$ cat src/rtl/alu_sequencer_pkg.sv
// Shared definitions for the ALU front-end sequencer: ALU opcodes, command
// encodings and the sequencer state type.
package alu_sequencer_pkg;

  typedef enum logic [2:0] {
    ALU_ADD = 3'd0,
    ALU_LSH = 3'd1,
    ALU_AND = 3'd2,
    ALU_OR  = 3'd3,
    ALU_SUB = 3'd4,
    ALU_RSH = 3'd5,
    ALU_CMP = 3'd6
  } alu_op_e;

  localparam logic [3:0] CMD_MUL = 4'b1000;

  typedef enum logic [2:0] {
    S_IDLE      = 3'd0,
    S_EXEC      = 3'd1,
    S_MUL_ADD   = 3'd2,
    S_MUL_SHIFT = 3'd3,
    S_DONE      = 3'd4
  } seq_state_e;

  // Opcode 7 has no ALU function, so it is not a legal direct command.
  function automatic logic cmd_is_direct(input logic [3:0] c);
    return (c[3] == 1'b0) && (c[2:0] != 3'd7);
  endfunction

endpackage

$ cat src/rtl/alu_sequencer.sv
// Front-end controller for an external 8-bit ALU: one command per start/done
// transaction; MUL is sequenced as shift-add reusing the ALU adder.
module alu_sequencer
  import alu_sequencer_pkg::*;
#(
  parameter int W = 8
) (
  input  logic         clk,
  input  logic         reset,
  input  logic         start,
  input  logic [3:0]   cmd,
  input  logic [W-1:0] in_a,
  input  logic [W-1:0] in_b,
  output logic         busy,
  output logic         done,
  output logic [W-1:0] result,
  output logic         res_zero,
  output logic         res_par,
  output logic         err,
  output logic [W-1:0] alu_a,
  output logic [W-1:0] alu_b,
  output logic [2:0]   alu_op,
  input  logic [W-1:0] alu_rslt,
  output seq_state_e   dbg_state
);

  // Handshake: start is a request sampled only in S_IDLE (busy low); done is a
  // one-cycle pulse during which result and flags are valid. start is ignored
  // whenever busy is high, including the done cycle.

  seq_state_e   state, state_next;
  alu_op_e      op_sel;
  logic [W-1:0] a_q, b_q;
  logic [2:0]   op_q;
  logic [W-1:0] acc, mcand, mplier;
  logic [W-1:0] mplier_shifted;
  logic         cmd_invalid;

  assign mplier_shifted = mplier >> 1;
  assign cmd_invalid    = !cmd_is_direct(cmd) && (cmd != CMD_MUL);
  assign busy           = (state != S_IDLE);
  assign done           = (state == S_DONE);
  assign alu_op         = op_sel;
  assign dbg_state      = state;

  always_ff @(posedge clk or posedge reset) begin
    if (reset) state <= S_IDLE;
    else       state <= state_next;
  end

  always_comb begin
    state_next = state;
    alu_a      = '0;
    alu_b      = '0;
    op_sel     = ALU_ADD;
    case (state)
      S_IDLE: begin
        if (start) begin
          if (cmd_is_direct(cmd))  state_next = S_EXEC;
          else if (cmd == CMD_MUL) state_next = S_MUL_ADD;
          else                     state_next = S_DONE;
        end
      end
      S_EXEC: begin
        alu_a      = a_q;
        alu_b      = b_q;
        op_sel     = alu_op_e'(op_q);
        state_next = S_DONE;
      end
      S_MUL_ADD: begin
        // Skipped partial products leave the ALU at its idle values.
        if (mplier[0]) begin
          alu_a = acc;
          alu_b = mcand;
        end
        state_next = S_MUL_SHIFT;
      end
      S_MUL_SHIFT: begin
        state_next = (mplier_shifted == '0) ? S_DONE : S_MUL_ADD;
      end
      S_DONE: state_next = S_IDLE;
      default: state_next = S_IDLE;
    endcase
  end

  always_ff @(posedge clk or posedge reset) begin
    if (reset) begin
      a_q      <= '0;
      b_q      <= '0;
      op_q     <= '0;
      acc      <= '0;
      mcand    <= '0;
      mplier   <= '0;
      result   <= '0;
      res_zero <= 1'b1;
      res_par  <= 1'b0;
      err      <= 1'b0;
    end else begin
      case (state)
        S_IDLE: begin
          if (start) begin
            a_q    <= in_a;
            b_q    <= in_b;
            op_q   <= cmd[2:0];
            acc    <= '0;
            mcand  <= in_a;
            mplier <= in_b;
            err    <= cmd_invalid;
            if (cmd_invalid) begin
              result   <= '0;
              res_zero <= 1'b1;
              res_par  <= 1'b0;
            end
          end
        end
        S_EXEC: begin
          result   <= alu_rslt;
          res_zero <= (alu_rslt == '0);
          res_par  <= ^alu_rslt;
        end
        S_MUL_ADD: begin
          if (mplier[0]) acc <= alu_rslt;
        end
        S_MUL_SHIFT: begin
          mcand  <= mcand << 1;
          mplier <= mplier_shifted;
          // High product bits fall off mcand, giving the product mod 2^W.
          if (mplier_shifted == '0) begin
            result   <= acc;
            res_zero <= (acc == '0);
            res_par  <= ^acc;
          end
        end
        default: ;
      endcase
    end
  end

endmodule

$ cat config.mk
export PLATFORM = sky130hd
export DESIGN_NAME = alu_sequencer
export DESIGN_NICKNAME = d
export VERILOG_FILES = /design/src/rtl/alu_sequencer_pkg.sv /design/src/rtl/alu_sequencer.sv
export SDC_FILE = /design/constraint.sdc
export NUM_CORES = 1
export LEC_CHECK = 0
export BUFFER_PORTS_ARGS = -buffer_cell sky130_fd_sc_hd__buf_2
export CAP_MARGIN = 20
export CORE_UTILIZATION = 25
export DETAILED_ROUTE_END_ITERATION = 8
export SLEW_MARGIN = 20
export SYNTH_ARGS = -nofsm -noshare
export SYNTH_HDL_FRONTEND = slang
export SYNTH_SLANG_ARGS = --single-unit
$ cat constraint.sdc
create_clock -name clk -period 2 [get_ports clk]
set_input_delay 0.3 -clock clk [delete_from_list [all_inputs] [get_ports clk]]
set_output_delay 0.3 -clock clk [all_outputs]
set_load 0.01 [all_outputs]
==> summary.md <==
| Metric | Value |
|---|---|
| Root buf cell | `clkbuf_16` |
| WP data arrival | `1710 ps` |
| Std-Cell Core Area | `0.0114 sq mm` |
| Gpl congestion | `0.778` |
| Max-cap violation count | `0` |
| Fin crit share | `101%` |
| Synth top area share | `48.1%` |
| Commonest cells after routing, fill and taps aside | `101 x nand2_1, 65 x buf_2, 54 x dfrtp_1, 18 x nor2_1, 18 x inv_1` |
| Syn Area/Cell | `9.31 sq um` |
| Critical Path Fanout Max | `8` |
| Buffers & Inverters on Critical Path | `3` |
| Clk sink count | `57` |
| Most common library cell in the layout ignoring fill and taps | `nand2_1` |
| DP Worst Slack | `10.1 ps` |
| Final #Nets | `433` |
| Fin util | `34.4%` |
| Min Tclk post-route | `2010 ps` |
| Largest stage delay on the critical path | `450 ps` |
| CP Launch Type | `register` |
| Post-route setup slack | `-14.9 ps` |
| Critical Path RT | `1700 ps` |
| Worst Clk Skew | `6.33 ps` |
| Initial Util | `25.6%` |
| Worst-margin pin slew | `495 ps` |
| Leakage | `2.00 nW` |
| Average via count per standard cell | `4.64` |
| DIE WIDTH | `110 um` |
| Share of cells above drive strength 1 | `30.8%` |
| Synth Flop Type | `dfrtp_1` |
| Flops & latches, synth | `57` |
| Post-DP HPWL | `5.65 mm` |
| Hold Slack | `21.9 ps` |
| Critical setup path kind | `reg -> out` |
| PortBufs | `65` |
| Final Hold Viols | `0` |
| EDFF count, synth | `0` |
| Number of global-route vias before repair | `2521` |
| RSZ-0062 raised after global routing | `yes` |
| Cell family with most CP delay | `buffers and inverters` |
| Layout area overhead | `34.3%` |
| Post-synthesis sequential area ratio | `49.0%` |
| Max VDD drop | `0.411 mV` |
| Placement Cell Area | `0.00352 sq mm` |
| DR vias | `2514` |
| Setup crit end kind | `primary output` |
| Wire per inst | `14.8 um` |
| Gr ovfl total | `0` |
| Largest net degree at the start of global routing | `58` |
| Post-Synthesis Cells | `313` |
| WL final | `8.02 mm` |
| H-tree depth | `3` |
| Post-DRT Antenna Nets | `0` |
| Max-slew headroom | `66.9%` |
| Leading area contributor after synthesis | `dfrtp_1` |
| # rows | `39` |
| CTS Buf Count | `9` |
| Ant. Diodes | `0` |
| Clock transition at the registers of the reported paths | `50 ps` |
| Violated checks | `negative setup slack` |
| Post-CTS Hold Buffers | `0` |
| Detailed Routing Iterations Pass 1 | `4` |
| Critical-path top delay cell | `dfrtp_2` |
| CTS Buffer Depth | `2` |
| Mapped Area | `0.00292 sq mm` |
| First-pass GRT wire length | `13.1 mm` |
| DIE HEIGHT | `110 um` |
| CP cell instances | `nor4bb_4, buf_4, buf_8, a22o_1, buf_2` |
| IO Count | `66` |
| Die area | `0.0121 sq mm` |
| Final Slew Violations | `0` |
| CTS tree | `done` |
| PwrDens | `1320 mW/mm^2` |
| Yosys warns | `0` |
| Final setup vio count | `1` |
| DR iter-0 viols | `154` |
| Worst skew pair latency | `320 ps` |
| Synthesized Nets | `352` |
| Hold Path Class | `in -> async` |
| F_max | `0.496 GHz` |
| Antenna violations before repair | `0` |
| Synth async-reset ratio | `100%` |
| Total Routing Usage GR | `14.6%` |
| Final Cell Area | `0.00392 sq mm` |
| DRC Markers | `0` |
| Status | `complete, but fails checks` |
| Area contributors post-synth | `dfrtp_1 48%, nand2_1 13%, a22o_1 5.1%` |
| Distinct cell type count after synthesis | `38` |
[worst register-to-register path: stages, from the launching register on]
cell,delay [ps]
dfrtp_1,380
or4_4,550
o41ai_4,290
o211ai_2,180
buf_12,190
mux2_4,290
[state kept, by name (all words and copies together), names as in the netlist]
register	flops
dbg_state	3
res_par	1
result	8
b_q	8
op_q	3
err	1
acc	8
mcand	8
a_q	8
res_zero	1
mplier	8
[cell type report]
class	instances	area [sq um]
Clock inverter	5	77.6
Inverter	19	71.3
Fill cell	1185	7450
Timing Repair Buffer	88	542
Tap cell	143	179
Sequential cell	57	1430
Clock buffer	11	253
Multi-Input combinational cell	219	1360
[power breakdown]
| group | total (W) | leakage [nW] | switching, W | internal, W |
|---|---|---|---|---|
| logic | 0.00153 | 1.11 | 0.000814 | 0.000715 |
| registers | 0.00195 | 0.726 | 0.000336 | 0.00161 |
| clock network | 0.00168 | 0.162 | 0.000527 | 0.00115 |
[per-stage QoR]
step | power [W] | TNS, ps | instances
5_1_grt | 0.00550 | -990 | 542
4_1_cts | 0.00519 | -249 | 542
3_5_place_dp | 0.00346 | 0 | 522
2_1_floorplan | 0.00284 | 0 | 313
3_3_place_gp | 0.00341 | 0 | 522
6_report | 0.00515 | -14.9 | 542
[what timing repair did]
| item | in CTS | in global routing |
|---|---|---|
| cloned | 1 | 0 |
| setup endpoints to repair | 24 | 29 |
| gates resized for setup | 7 | 4 |
| setup buffers | 3 | 0 |
| pin swaps | 1 | 8 |
[path summary, 6_finish.rpt]
check	slack (ps)	cells past startpoint	endpoint	startpoint
worst min-delay path	20	3	a_q[3]	reset
worst max register to register	0	5	result[5]	mplier[3]
worst max-delay path	-10	5	alu_a[6]	dbg_state[0]
max in group asynchronous	1670	3	res_zero	reset
worst min register to register	470	2	op_q[1]	op_q[1]
min in group clk	200	3	a_q[2]	in_a[2]
[cell families (layout without fill, tap and decap cells)]
kind of cell	count (synthesis)	in the layout	share of synthesized area [%]
buf+inv	37	123	5.11
flops	57	57	49.0
xor+xnor	6	6	1.80
compound gates	47	47	12.3
mux	18	18	7.77
simple gates	140	140	20.6
fa+ha+maj	8	8	3.43
[synth_stat cells, drive strengths merged (3+ instances only)]
library cell  instances
a21oi                 5
ha                    8
and2                  3
a22o                 17
dfrtp                56
o21ai                 8
nor3b                 3
buf                   4
inv                  19
nor2                 18
clkbuf               14
a31oi                 8
a22oi                 4
nand3                 3
xnor2                 4
nand2               101
mux2i                 8
mux2                 10
[layer usage]
layer / global-route usage, % / vias up / part of all wire [%]
li1: - / 1207 / -
met1: 19.4 / 1236 / 45
met2: 23.4 / 65 / 49
met3: 4.17 / 6 / 5.3
met4: 3.05 / 0 / 0.67
met5: 0 / - / 0
(Power assumes the default switching activity.)
